`src/rtl/cpu_pkg.sv`:
```
// Shared CPU definitions: ALU opcode encoding and default datapath sizes.
//   DEF_W    : data width
//   DEF_OPW  : opcode width
//   DEF_NREG : architectural register count
//   DEF_RA   : register address width
package cpu_pkg;

    localparam int unsigned DEF_W    = 8;
    localparam int unsigned DEF_OPW  = 3;
    localparam int unsigned DEF_NREG = 8;
    localparam int unsigned DEF_RA   = $clog2(DEF_NREG);

    typedef enum logic [DEF_OPW-1:0] {
        OP_ADD = 3'b000,
        OP_SHR = 3'b001,
        OP_SHL = 3'b010,
        OP_XOR = 3'b011
    } op_e;

endpackage

```
`src/rtl/operand_fetch_if.sv`:
```
// Operand-fetch bus bundle: decoded-instruction input, write-back input,
// and the valid/ready ALU issue slot.
//   slave  : operand_fetch side (consumes in_*/wb_*, drives in_ready/out_*)
//   master : environment side (decoder, write-back stage, ALU)
interface operand_fetch_if import cpu_pkg::*; #(
    parameter int unsigned W    = DEF_W,
    parameter int unsigned OPW  = DEF_OPW,
    parameter int unsigned NREG = DEF_NREG
);
    localparam int unsigned RA = $clog2(NREG);

    logic           in_valid;
    logic           in_ready;
    logic [OPW-1:0] in_op;
    logic [RA-1:0]  in_rd;
    logic [RA-1:0]  in_rs1;
    logic [RA-1:0]  in_rs2;
    logic           in_imm_en;
    logic [W-1:0]   in_imm;

    logic           wb_en;
    logic [RA-1:0]  wb_addr;
    logic [W-1:0]   wb_data;

    logic           out_valid;
    logic           out_ready;
    logic [OPW-1:0] out_op;
    logic [W-1:0]   out_a;
    logic [W-1:0]   out_b;
    logic [RA-1:0]  out_rd;

    modport slave (
        input  in_valid, in_op, in_rd, in_rs1, in_rs2, in_imm_en, in_imm,
        input  wb_en, wb_addr, wb_data,
        input  out_ready,
        output in_ready,
        output out_valid, out_op, out_a, out_b, out_rd
    );

    modport master (
        output in_valid, in_op, in_rd, in_rs1, in_rs2, in_imm_en, in_imm,
        output wb_en, wb_addr, wb_data,
        output out_ready,
        input  in_ready,
        input  out_valid, out_op, out_a, out_b, out_rd
    );

endinterface

```
`src/rtl/reg_file.sv`:
```
// Architectural register file, 2 asynchronous read ports, 1 write port.
// Register 0 reads as zero and ignores writes.
//   clk, rst_n             : clock, async active-low reset (clears all regs)
//   raddr1_i, raddr2_i     : read addresses
//   rdata1_c_o, rdata2_c_o : combinational read data
//   we_i, waddr_i, wdata_i : write port
module reg_file import cpu_pkg::*; #(
    parameter int unsigned W    = DEF_W,
    parameter int unsigned NREG = DEF_NREG,
    localparam int unsigned RA  = $clog2(NREG)
) (
    input  logic          clk,
    input  logic          rst_n,
    input  logic [RA-1:0] raddr1_i,
    input  logic [RA-1:0] raddr2_i,
    output logic [W-1:0]  rdata1_c_o,
    output logic [W-1:0]  rdata2_c_o,
    input  logic          we_i,
    input  logic [RA-1:0] waddr_i,
    input  logic [W-1:0]  wdata_i
);

    logic [W-1:0] rf_q [NREG];

    // Storage; register 0 is never written so it stays at its reset value.
    always_ff @(posedge clk or negedge rst_n) begin
        if (!rst_n) begin
            for (int unsigned i = 0; i < NREG; i++) begin
                rf_q[i] <= '0;
            end
        end else if (we_i && (waddr_i != '0)) begin
            rf_q[waddr_i] <= wdata_i;
        end
    end

    // Read ports with register 0 forced to zero.
    always_comb begin
        rdata1_c_o = (raddr1_i == '0) ? '0 : rf_q[raddr1_i];
        rdata2_c_o = (raddr2_i == '0) ? '0 : rf_q[raddr2_i];
    end

endmodule

```
`src/rtl/operand_fetch.sv`:
```
// Operand-fetch stage: reads/bypasses source operands (or substitutes the
// immediate) and issues opcode + operands to the ALU through one registered
// valid/ready slot. Write-back updates the register file and refreshes the
// operands of an instruction stalled in the slot.
//   clk, rst_n : clock, async active-low reset
//   bus        : operand_fetch_if.slave (in_*, wb_*, out_*)
module operand_fetch import cpu_pkg::*; #(
    parameter int unsigned W    = DEF_W,
    parameter int unsigned OPW  = DEF_OPW,
    parameter int unsigned NREG = DEF_NREG
) (
    input  logic            clk,
    input  logic            rst_n,
    operand_fetch_if.slave  bus
);

    localparam int unsigned RA = $clog2(NREG);

    logic [W-1:0]   rf_a;
    logic [W-1:0]   rf_b;
    logic           in_ready;
    logic           accept;
    logic           wb_hit;
    logic [W-1:0]   src_a;
    logic [W-1:0]   src_b;

    logic           valid_q,  valid_d;
    logic [OPW-1:0] op_q,     op_d;
    logic [RA-1:0]  rd_q,     rd_d;
    logic [W-1:0]   a_q,      a_d;
    logic [W-1:0]   b_q,      b_d;
    logic [RA-1:0]  rs1_q,    rs1_d;
    logic [RA-1:0]  rs2_q,    rs2_d;
    logic           imm_en_q, imm_en_d;

    reg_file #(
        .W    (W),
        .NREG (NREG)
    ) u_reg_file (
        .clk        (clk),
        .rst_n      (rst_n),
        .raddr1_i   (bus.in_rs1),
        .raddr2_i   (bus.in_rs2),
        .rdata1_c_o (rf_a),
        .rdata2_c_o (rf_b),
        .we_i       (bus.wb_en),
        .waddr_i    (bus.wb_addr),
        .wdata_i    (bus.wb_data)
    );

    // Slot is free when empty or being drained this cycle.
    assign in_ready     = !valid_q || bus.out_ready;
    assign accept       = bus.in_valid && in_ready;
    assign bus.in_ready = in_ready;

    // Same-cycle write-back bypass; wb to r0 never hits.
    always_comb begin
        wb_hit = bus.wb_en && (bus.wb_addr != '0);
        src_a  = (wb_hit && (bus.wb_addr == bus.in_rs1)) ? bus.wb_data : rf_a;
        src_b  = (wb_hit && (bus.wb_addr == bus.in_rs2)) ? bus.wb_data : rf_b;
    end

    // Slot next-state: accept > drain > held-operand refresh.
    always_comb begin
        valid_d  = valid_q;
        op_d     = op_q;
        rd_d     = rd_q;
        a_d      = a_q;
        b_d      = b_q;
        rs1_d    = rs1_q;
        rs2_d    = rs2_q;
        imm_en_d = imm_en_q;

        if (accept) begin
            valid_d  = 1'b1;
            op_d     = bus.in_op;
            rd_d     = bus.in_rd;
            a_d      = src_a;
            b_d      = bus.in_imm_en ? bus.in_imm : src_b;
            rs1_d    = bus.in_rs1;
            rs2_d    = bus.in_rs2;
            imm_en_d = bus.in_imm_en;
        end else if (valid_q && bus.out_ready) begin
            // Data outputs keep their last values after a drain.
            valid_d = 1'b0;
        end else if (valid_q && wb_hit) begin
            if (bus.wb_addr == rs1_q) begin
                a_d = bus.wb_data;
            end
            if ((bus.wb_addr == rs2_q) && !imm_en_q) begin
                b_d = bus.wb_data;
            end
        end
    end

    always_ff @(posedge clk or negedge rst_n) begin
        if (!rst_n) begin
            valid_q  <= 1'b0;
            op_q     <= '0;
            rd_q     <= '0;
            a_q      <= '0;
            b_q      <= '0;
            rs1_q    <= '0;
            rs2_q    <= '0;
            imm_en_q <= 1'b0;
        end else begin
            valid_q  <= valid_d;
            op_q     <= op_d;
            rd_q     <= rd_d;
            a_q      <= a_d;
            b_q      <= b_d;
            rs1_q    <= rs1_d;
            rs2_q    <= rs2_d;
            imm_en_q <= imm_en_d;
        end
    end

    assign bus.out_valid = valid_q;
    assign bus.out_op    = op_q;
    assign bus.out_rd    = rd_q;
    assign bus.out_a     = a_q;
    assign bus.out_b     = b_q;

endmodule

```
`src/flat_wrapper.sv`:
```
// flat-port wrapper written by rule: the top's interface ports become plain ports
module operand_fetch_flat import cpu_pkg::*;
#(
    parameter int unsigned W    = DEF_W,
    parameter int unsigned OPW  = DEF_OPW,
    parameter int unsigned NREG = DEF_NREG
)
  (clk, rst_n, bus_in_valid, bus_in_op, bus_in_rd, bus_in_rs1, bus_in_rs2, bus_in_imm_en, bus_in_imm, bus_wb_en, bus_wb_addr, bus_wb_data, bus_out_ready, bus_in_ready, bus_out_valid, bus_out_op, bus_out_a, bus_out_b, bus_out_rd);
  operand_fetch_if #(.W(W), .OPW(OPW), .NREG(NREG)) bus_i ();
  input  logic clk;
  input  logic rst_n;
  input wire logic [$bits(bus_i.in_valid)-1:0] bus_in_valid;
  input wire logic [$bits(bus_i.in_op)-1:0] bus_in_op;
  input wire logic [$bits(bus_i.in_rd)-1:0] bus_in_rd;
  input wire logic [$bits(bus_i.in_rs1)-1:0] bus_in_rs1;
  input wire logic [$bits(bus_i.in_rs2)-1:0] bus_in_rs2;
  input wire logic [$bits(bus_i.in_imm_en)-1:0] bus_in_imm_en;
  input wire logic [$bits(bus_i.in_imm)-1:0] bus_in_imm;
  input wire logic [$bits(bus_i.wb_en)-1:0] bus_wb_en;
  input wire logic [$bits(bus_i.wb_addr)-1:0] bus_wb_addr;
  input wire logic [$bits(bus_i.wb_data)-1:0] bus_wb_data;
  input wire logic [$bits(bus_i.out_ready)-1:0] bus_out_ready;
  output wire logic [$bits(bus_i.in_ready)-1:0] bus_in_ready;
  output wire logic [$bits(bus_i.out_valid)-1:0] bus_out_valid;
  output wire logic [$bits(bus_i.out_op)-1:0] bus_out_op;
  output wire logic [$bits(bus_i.out_a)-1:0] bus_out_a;
  output wire logic [$bits(bus_i.out_b)-1:0] bus_out_b;
  output wire logic [$bits(bus_i.out_rd)-1:0] bus_out_rd;
  assign bus_i.in_valid = bus_in_valid;
  assign bus_i.in_op = bus_in_op;
  assign bus_i.in_rd = bus_in_rd;
  assign bus_i.in_rs1 = bus_in_rs1;
  assign bus_i.in_rs2 = bus_in_rs2;
  assign bus_i.in_imm_en = bus_in_imm_en;
  assign bus_i.in_imm = bus_in_imm;
  assign bus_i.wb_en = bus_wb_en;
  assign bus_i.wb_addr = bus_wb_addr;
  assign bus_i.wb_data = bus_wb_data;
  assign bus_i.out_ready = bus_out_ready;
  assign bus_in_ready = bus_i.in_ready;
  assign bus_out_valid = bus_i.out_valid;
  assign bus_out_op = bus_i.out_op;
  assign bus_out_a = bus_i.out_a;
  assign bus_out_b = bus_i.out_b;
  assign bus_out_rd = bus_i.out_rd;
  operand_fetch #(.W(W), .OPW(OPW), .NREG(NREG)) u_core (.clk(clk), .rst_n(rst_n), .bus(bus_i));
endmodule
```
`config.mk`:
```
export PLATFORM = sky130hd
export DESIGN_NAME = operand_fetch_flat
export DESIGN_NICKNAME = d
export VERILOG_FILES = /design/src/rtl/cpu_pkg.sv /design/src/rtl/operand_fetch_if.sv /design/src/rtl/reg_file.sv /design/src/rtl/operand_fetch.sv /design/src/flat_wrapper.sv
export SDC_FILE = /design/constraint.sdc
export NUM_CORES = 1
export LEC_CHECK = 0
export CORE_UTILIZATION = 56
export DETAILED_ROUTE_END_ITERATION = 8
export GPL_ROUTABILITY_DRIVEN = 0
export MAX_ROUTING_LAYER = met4
export PLACE_DENSITY = 0.8
export SYNTH_ARGS = -nofsm -noshare
export SYNTH_HDL_FRONTEND = slang
export SYNTH_SLANG_ARGS = --single-unit
```
`constraint.sdc`:
```
create_clock -name clk -period 1.8 [get_ports clk]
set_clock_uncertainty 0.2 [all_clocks]
set_input_delay 0.45 -clock clk [delete_from_list [all_inputs] [get_ports clk]]
set_output_delay 0.45 -clock clk [all_outputs]
set_load 0.005 [all_outputs]
```
==> flow_summary.ini <==
[floorplan]
row_count = 33
die-area_sq_um = 9170
ios = 61
initial_core_util_pct = 59.0
die_w_microns = 95.8
die-height_microns = 95.8
core_sq_um = 8340

[pwr]
clkPwrFrac_pct = 24.9
pwr_density_cell_nw_per_um2 = 901
leakagePower_nw = 3.05
peakVddDrop_uv = 504
swShare_pct = 29.3
seq_power_share_pct = 45.7
combPwrFrac_pct = 29.4
switchingPower_w = 0.00180
p_int_w = 0.00433

[yosys]
yosys_warnings = 0
synthTopCellsByCount = dfrtp_1, mux2_2, nand2_1
post-synth-top-area-cell = dfrtp_1
synth-seq-cells = 94
synth_most_common_cell = dfrtp_1
ys.flop_type = dfrtp_1
async_flop_share_pct = 100
synth_cell_types = 41
synth.avg_cell_area_sq_um = 12.7
syn-instance-count = 388
synth_area_leaders = dfrtp_1, mux2_2, mux4_1, mux4_2, mux2i_1
synth_area_sq_um = 4920
yosysTopAreaCellShare_pct = 47.8
seq_area_frac_synth_pct = 47.8
syn_nets = 425
synth_edf_count = 0

[worst_setup_path]
start_kind = input port
cp_top_family = buffers and inverters
crit_chain = dlygate4sd2_1 > buf_4 > nor4bb_2 > buf_4 > mux2_2
cp_num_cells = 5
worstPathMaxFanout = 8
slowest_stage = mux2_2
crit_type = input port to flop
worstPathRequired_ns = 1.84
cpMostUsedCell = buf_4
arrival_ns = 1.86
path_buf_inv = 3
cp_slowest_stage_delay_ns = 0.36
timing.reg2reg.worst_path_depth = 6
worstSetupEndpointType = flop

[cts]
cts_sinks = 94
cts_buffers = 9
path_clk_slew_ns = 0.09
insertion_delay_ns = 0.37
cts-htree-levels = 3
cts_tree = done
cts_buffer_depth = 2
cts_root_buffer = clkbuf_8

[timing]
timing.setup.tns_ns = -0.0144
hold_ws_ns = 0.186
slew_headroom_pct = 69.4
setup-violations-final = 1
rsz0062_at_grt = yes
finalCritPeriodShare_pct = 101
fin_ws_ns = -0.0144
drv_slew = 0
fmax_ghz = 0.551
tightest_slew_ns = 0.459
hold_viol = 0
min_period_ns = 1.81

[cells_and_area]
fillers = 422
drive_above_1_share_pct = 48.7
antennaDiodeCount = 0
area_delta_synth_final_pct = 38.2
nNetsFinal = 550

[route]
drt-total-wl_mm = 15.1
wl_per_cell_microns = 24.2
drc = 0
vias_per_cell = 6.32
num_vias = 3928
drtIter0Drc = 297
antenna_left = 0
drtPass1Iterations = 4

[worst_hold_path]
hold_path.class = flop to flop
hold_path_depth = 0

[global_routing]
gr-total-overflow = 0
grt_pass1_vias = 4156
antenna_found_initial = 0
grt_pass1_wl_mm = 22.1
grt_start_max_net_pins = 34
track_usage_pct = 34.8

[run_status]
violations = negative setup slack
status = finished, violations left

[placed_design]
io_buffers = 60
dp_hpwl_mm = 8.87

[run]
maxCapViolations = 0
-- placed cells by master, fill, tap and decap left out, types with 2 or more instances in the layout --
cell type and instances:
mux4_1 3, a221oi_2 5, o221ai_1 7, nor4_2 2, mux2i_4 2, o21a_1 7
a221oi_1 3, o22ai_1 14, mux2_2 77, buf_2 4, xor2_1 6, xnor2_4 2
dlygate4sd2_1 27, clkbuf_8 9, a2bb2oi_2 6, buf_12 11, dfrtp_1 94, bufinv_16 2
mux2i_1 13, nand2b_1 2, nand2_1 42, buf_6 14, a21oi_1 6, a21oi_2 4
buf_4 65, a2bb2oi_4 2, nor2_2 5, clkdlybuf4s50_1 24, clkinv_2 2, mux4_2 14
nor2_4 4, clkbuf_2 2, mux2i_2 2, nand4b_1 3, nor2_1 2, xnor2_1 3
-- flip-flops by register name, summed over array words and instances, names as in the netlist --
signal,count
u_core.bus.out_op,3
u_core.bus.out_b,8
u_core.rs1_q,3
u_core.rs2_q,3
u_core.bus.out_valid,1
u_core.bus.out_a,8
u_core.bus.out_rd,3
u_core.imm_en_q,1
u_core.u_reg_file.rf_q,64
-- power by group through the flow --
stage	logic (W)	clock network [W]	registers [W]
global route	0.00193	0.00163	0.00284
global placement	0.00146	0	0.00278
floorplan	0.000929	0	0.00272
detailed placement	0.00151	0	0.00280
finish	0.00180	0.00152	0.00280
CTS	0.00162	0.00154	0.00276
-- final timing paths --
kind	from	slack, ns	endpoint
worst min-delay path	u_core.u_reg_file.rf_q[60]	0.19	u_core.u_reg_file.rf_q[60]
worst max-delay path	bus_wb_en	-0.01	u_core.u_reg_file.rf_q[49]
max in group asynchronous	rst_n	0.49	u_core.u_reg_file.rf_q[25]
worst max register to register	u_core.rs2_q[1]	0.03	u_core.bus.out_b[7]
min in group asynchronous	rst_n	0.36	u_core.bus.out_a[0]
worst min register to register	u_core.u_reg_file.rf_q[60]	0.19	u_core.u_reg_file.rf_q[60]
-- cell type report --
class	instances	area, sq um	area share (%)
multi-input combinational	254	2630	38.7
clock buffer	9	124	1.82
sequential	94	2350	34.6
clock inverter	6	86.3	1.27
tap	105	131	1.93
timing repair buffer	152	1470	21.6
inverter	2	7.51	0.110
-- cells by family after synthesis --
family | count (synthesis) | share of synthesized area, %
mux | 111 | 29.5
buf+inv | 40 | 4.24
flops | 94 | 47.8
compound gates | 61 | 9.46
simple gates | 70 | 6.84
xor+xnor | 12 | 2.14
-- layer usage --
metal	GRT usage, %	share of wire, %
met1	41.9	38
met2	56.4	51
met3	6.95	8.0
met4	16.7	2.9
met5	-	0
-- timing repair --
| action | 4_1_cts | 5_1_grt |
|---|---|---|
| hold endpoints to repair | 29 | 0 |
| endpoints found under the setup margin | 96 | 17 |
| pin swaps | 12 | 20 |
| hold buffers | 1 | 0 |
| setup buffers | 19 | 9 |
| gates resized for setup | 81 | 54 |
| cloned | 1 | 1 |
-- metrics by stage --
stage	total power [W]	instances	utilization [%]	worst slack [ns]	instance area, sq um
2_1_floorplan	0.00364	388	-	-0.0459	4950
4_1_cts	0.00592	616	78.9	0.00604	6580
3_3_place_gp	0.00424	580	72.5	-0.926	6050
6_report	0.00613	622	81.6	-0.0144	6800
3_5_place_dp	0.00431	580	72.5	-0.957	6050
5_1_grt	0.00639	622	81.6	-0.0648	6800
Power figures use the tool's default switching activity.
==> edit 1 (config.mk and constraints unchanged) <==
Change the package constant `DEF_W` from 8 to 12.
--- a/src/rtl/cpu_pkg.sv
+++ b/src/rtl/cpu_pkg.sv
@@ -7,3 +7,3 @@
 
-    localparam int unsigned DEF_W    = 8;
+    localparam int unsigned DEF_W    = 12;
     localparam int unsigned DEF_OPW  = 3;
Interface: changed (resized bus_in_imm, bus_out_a, bus_out_b and bus_wb_data); port bits go from 61 to 77. The function was not compared with the original's and may differ.
==> edit 1 against the unedited design <==
Clock power rose to 2.5 times the old value. Power rose by 72%. Hold slack got worse by 0.0045 ns. The flow still finishes with violations (negative setup slack). Highest routed layer unchanged. Area after synthesis rose by 41%. Core utilization fell by 1.2 points. Critical path type is now reg2reg. Routed wire length rose by 52%. Sequential cell count rose by 40. Setup slack got worse by 0.054 ns. Critical endpoint is now u_core.bus.out_b[0]$_DFFE_PN0P_. Design area rose by 42%.
==> edit 1: results (changes against the unedited design) <==
outcome - finished, violations left
violated checks - negative setup slack
peak supply drop - 0.000812 V (+61%)
Area contributors post-synth - dfrtp_1 (48%), mux2_2 (19%), mux4_2 (8.1%)
Post-Place Cells - 773 (+33%)
GRT Total Usage - 0.384 (+0.0360)
Port Buffer Count - 76 (+27%)
synthesized flop and latch total - 134 (+43%)
clock-pin slew on the worst setup and hold paths - 0.06 ns (-0.03 ns)
Root Driver - clkbuf_16
fraction of area in multi-input gates - 0.380 (-0.00680)
routing usage on met3 - 0.0932 (+0.0237)
Seq power - 0.00404 W (+44%)
DPL Wire Length - 12900 um (+45%)
met2 usage in global routing - 0.598 (+0.0341)
TNS Setup - -0.169 ns (-0.155 ns)
Netlist cell types - 38 (-7.3%)
Worst-Skew Late Latency - 0.43 ns (+0.06 ns)
clkbuf count - 19 (+10)
hold slack - 0.182 ns (-0.00450 ns)
sw frac - 0.281 (-0.0121)
sequential share of cell area - 0.347 (+0.00142)
WP data arrival - 1.96 ns (+0.10 ns)
Seq/Total Area, Yosys - 0.485 (+0.00674)
fraction of area in non-clock buffers - 0.186 (-0.0300)
hold path start - u_core.u_reg_file.rf_q[88]$_DFFE_PN0P_
Nets - 722 (+31%)
final wirelength - 22900 um (+52%)
drt initial violations - 614 (+110%)
met1 usage - 0.469 (+0.0496)
M1 WL - 8370 um (+47%)
final core occ - 0.804 (-0.0116)
worst flop-to-flop path endpoint - u_core.bus.out_b[0]$_DFFE_PN0P_
Setup Viol. Count Final - 3 (+2)
syn nets - 589 (+39%)
Crit Path Class - reg2reg
post-synthesis compound-gate area fraction - 0.0957 (+0.00110)
multiplexer share of the synthesized area - 0.308 (+0.0126)
pin count of the biggest net entering global routing - 44 (+29%)
DR WL met3 - 2180 um (+81%)
CP max stage cell - dfrtp_1
Clock Power Share - 0.368 (+0.119)
Post-Place Worst Slack - -0.969 ns (-0.0121 ns)
DR vias/cell - 6.85 (+8.5%)
final worst slack - -0.0688 ns (-0.0544 ns)
fill count - 597 (+41%)
Worst Hold Endpoint - u_core.u_reg_file.rf_q[88]$_DFFE_PN0P_
Routed WL per cell - 27.4 um (+13%)
register area - 3350 um2 (+43%)
leak pwr - 4.21 nW (+38%)
Largest register FFs - 96 (+50%)
Mapped Cells - 544 (+40%)
count of multi-input gates - 342 (+35%)
Power Density - 1090 nW/um2 (+21%)
crit-path max FO - 6 (-2)
-- edit 1: cell types whose count changed in the layout (fill, tap and decap cells not counted), moves of 11 or more --
cell,unedited run,this run
nor2_1,2,13
mux4_2,14,25
mux2_2,77,117
dfrtp_1,94,134
o221ai_2,0,11
clkbuf_16,1,18
-- edit 1: logic make-up (layout without fill, tap and decap cells) --
| kind of cell | after synthesis | in the layout |
|---|---|---|
| AOI/OAI and AO/OA | 89 | 89 |
| DFF | 134 | 134 |
| and+or+nand+nor | 74 | 74 |
| xor gates and xnor gates | 12 | 12 |
| buffers and inverters | 68 | 213 |
| muxes | 167 | 167 |
-- edit 1: what timing repair did --
action / in CTS / in global routing
endpoints found under the hold margin: 20 / 0
pin swaps: 18 / 16
hold buffers: 1 / 0
resized for setup: 106 / 47
endpoints found under the setup margin: 140 / 25
buffers inserted: 29 / 4
cloned: 2 / 0
==> edit 2 (config.mk and constraints unchanged) <==
Made on the original files. Make the reset (`rst_n`) synchronous in 2 clocked blocks. Comments in the files are not updated.
--- a/src/rtl/reg_file.sv
+++ b/src/rtl/reg_file.sv
@@ -25,3 +25,3 @@
     // Storage; register 0 is never written so it stays at its reset value.
-    always_ff @(posedge clk or negedge rst_n) begin
+    always_ff @(posedge clk) begin
         if (!rst_n) begin
--- a/src/rtl/operand_fetch.sv
+++ b/src/rtl/operand_fetch.sv
@@ -95,3 +95,3 @@
 
-    always_ff @(posedge clk or negedge rst_n) begin
+    always_ff @(posedge clk) begin
         if (!rst_n) begin
Behaviour: differs if rst_n is asserted again (counterexample within 4 cycles, from zero or initial values and one cycle with rst_n low); with rst_n held inactive, the same outputs for 4 cycles.
==> edit 2 against the unedited design <==
The flow still finishes with violations (negative setup slack). Sequential power fell by 8.2%. Area after synthesis is 2.3% lower. Sequential cell count unchanged. Non-clock buffer count decreased by 11. Largest power group unchanged. Clock power increased by 12%. Setup slack lost 0.048 ns. Count of clock-buffer cells in the layout did not move. Power shrank 13%. Critical endpoint is now u_core.bus.out_a[2]$_SDFFE_PN0P_. First-iteration DRC count up 60%. Design area decreased by 0.42%. Routed wire length increased by 2.2%. Critical path type unchanged.
==> edit 2: results (changes against the unedited design) <==
GRT Total Usage - 0.343 (-0.00446)
Final Instance Count excl. Fillers - 639 (+2.7%)
final worst slack - -0.0620 ns (-0.0476 ns)
placed cell area - 6070 um2 (+0.39%)
Clock Path Buffers - 2 (unchanged)
Worst-Skew Late Latency - 0.38 ns
share of layout cells above drive strength 1 - 0.386 (-0.102)
outcome - finished, violations left
crit-path max FO - 8 (unchanged)
clock-pin slew on the worst setup and hold paths - 0.09 ns (about the same)
Setup Viol. Count Final - 5 (+4)
Post-Place Worst Slack - -0.813 ns (+0.144 ns)
Worst path max stage delay - 0.46 ns (+0.10 ns)
ys flop type - edfxtp_1
vias post-DR - 4106 (+4.5%)
global-route wire length before repair - 21300 um (-3.4%)
Die Span X - 94.7 um (-1.1%)
CP max stage cell - clkdlybuf4s50_1
Post-Place Cells - 607 (+4.7%)
vias in the first global route - 3929 (-5.5%)
pin count of the biggest net entering global routing - 17 (-50%)
commonest cells in the synthesized netlist - edfxtp_1 (64), and2_1 (57), mux2i_1 (32)
Seq/Total Area, Yosys - 0.525 (+0.0467)
TritonCTS Buffers - 9 (unchanged)
final wirelength - 15400 um (+2.2%)
fill count - 439 (+4.0%)
leak pwr - 2.64 nW (-13%)
Yosys warning count - 0 (unchanged)
drt first pass iters - 5 (+1)
peak supply drop - 0.000542 V (+7.7%)
Nets - 566 (+2.9%)
Port Buffer Count - 60 (unchanged)
Hold Path Class - reg2reg
Root Driver - clkbuf_8
Mapped Cells - 395 (+1.8%)
ys async rst share - 0 (-1.00)
htree depth - 3 (unchanged)
DPL Wire Length - 9590 um (+8.1%)
worst-margin pin slew - 0.661 ns (+0.201 ns)
Post-synth EDFFs - 64 (+64)
violated checks - negative setup slack
register bank with the most flops - u_core.u_reg_file.rf_q
Largest register FFs - 64 (unchanged)
Area contributors post-synth - edfxtp_1 (40%), dfxtp_1 (12%), mux4_2 (7.5%)
ANT cells - 0 (unchanged)
Netlist cell types - 36 (-12%)
drt initial violations - 475 (+60%)
initial antenna violation count - 0 (unchanged)
==> edit 2: cell count changes after synthesis, moves of 14 or more <==
cell	before	now
o21ai_0	1	22
and2_1	1	57
mux2_2	77	8
dfrtp_1	94	0
o22ai_1	14	0
a211oi_1	1	16
dfxtp_1	0	30
mux2i_1	17	32
edfxtp_1	0	64
==> edit 2: per-stage QoR <==
stage	setup TNS [ns]	hold slack, ns	util	power (W)
floorplan	-5.83	0.248	-	0.00304
global placement	-71.44	0.241	0.736	0.00345
detailed placement	-73.87	0.249	0.736	0.00348
CTS	0	0.259	0.800	0.00520
global route	-0.760	0.294	0.820	0.00547
finish	-0.160	0.259	0.820	0.00534
==> edit 2: metal layers <==
layer  vias to the layer above  global-route usage  wire, um
met1                      1965               0.410      5850
met2                       302               0.540      7150
met4                         0               0.193       981
met5                         -                   -         0
met3                        85              0.0749      1410
li1                       1754                   -         -
==> edit 2: cells by family (layout without fill, tap and decap cells) <==
group,after synthesis,after routing,synth area share
flip-flops,94,94,0.525
XOR/XNOR,12,12,0.0219
other,1,8,0.000780
multiplexers,56,56,0.160
AO/OA/AOI/OAI,88,88,0.125
buffers and inverters,27,159,0.0294
AND/OR/NAND/NOR,117,117,0.138
==> edit 2: what timing repair did <==
action,CTS,global route
pin swaps,12,13
endpoints found under the setup margin,144,61
resized for setup,103,39
cloned,2,0
hold buffers,0,0
setup buffers,13,3
==> edit 2: area by class of cell <==
cell class | count | area share
Sequential cell | 94 | 0.376
Inverter | 2 | 0.00111
Multi-Input combinational cell | 281 | 0.380
Clock buffer | 9 | 0.0183
Tap cell | 105 | 0.0194
Clock inverter | 7 | 0.0174
Timing Repair Buffer | 141 | 0.189
==> edit 2: path summary, 6_finish.rpt <==
path	cells past startpoint	to	slack [ns]	start
setup / recovery	6	u_core.bus.out_a[2]$_SDFFE_PN0P_	-0.06	bus_in_valid
hold / removal	2	u_core.bus.out_op[2]$_SDFFE_PN0N_	0.26	u_core.bus.out_op[2]$_SDFFE_PN0N_
setup reg to reg	6	u_core.bus.out_b[7]$_SDFFE_PN0P_	-0.03	u_core.u_reg_file.rf_q[2][7]$_SDFFCE_PN0P_
hold reg to reg	2	u_core.bus.out_op[2]$_SDFFE_PN0N_	0.26	u_core.bus.out_op[2]$_SDFFE_PN0N_
==> edit 2: power by group <==
group / internal (W) / switching, W / total [W] / leakage (nW)
Sequential: 0.00246 / 0.000109 / 0.00257 / 0.868
Combinational: 0.000531 / 0.000536 / 0.00107 / 1.65
Clock: 0.000927 / 0.000780 / 0.00171 / 0.120
==> edit 2: worst max-delay path: cells and delay by family <==
kind	cells	cell delay, ns
AO/OA/AOI/OAI	3	0.68
buffers and inverters	2	0.60
AND/OR/NAND/NOR	1	0.18
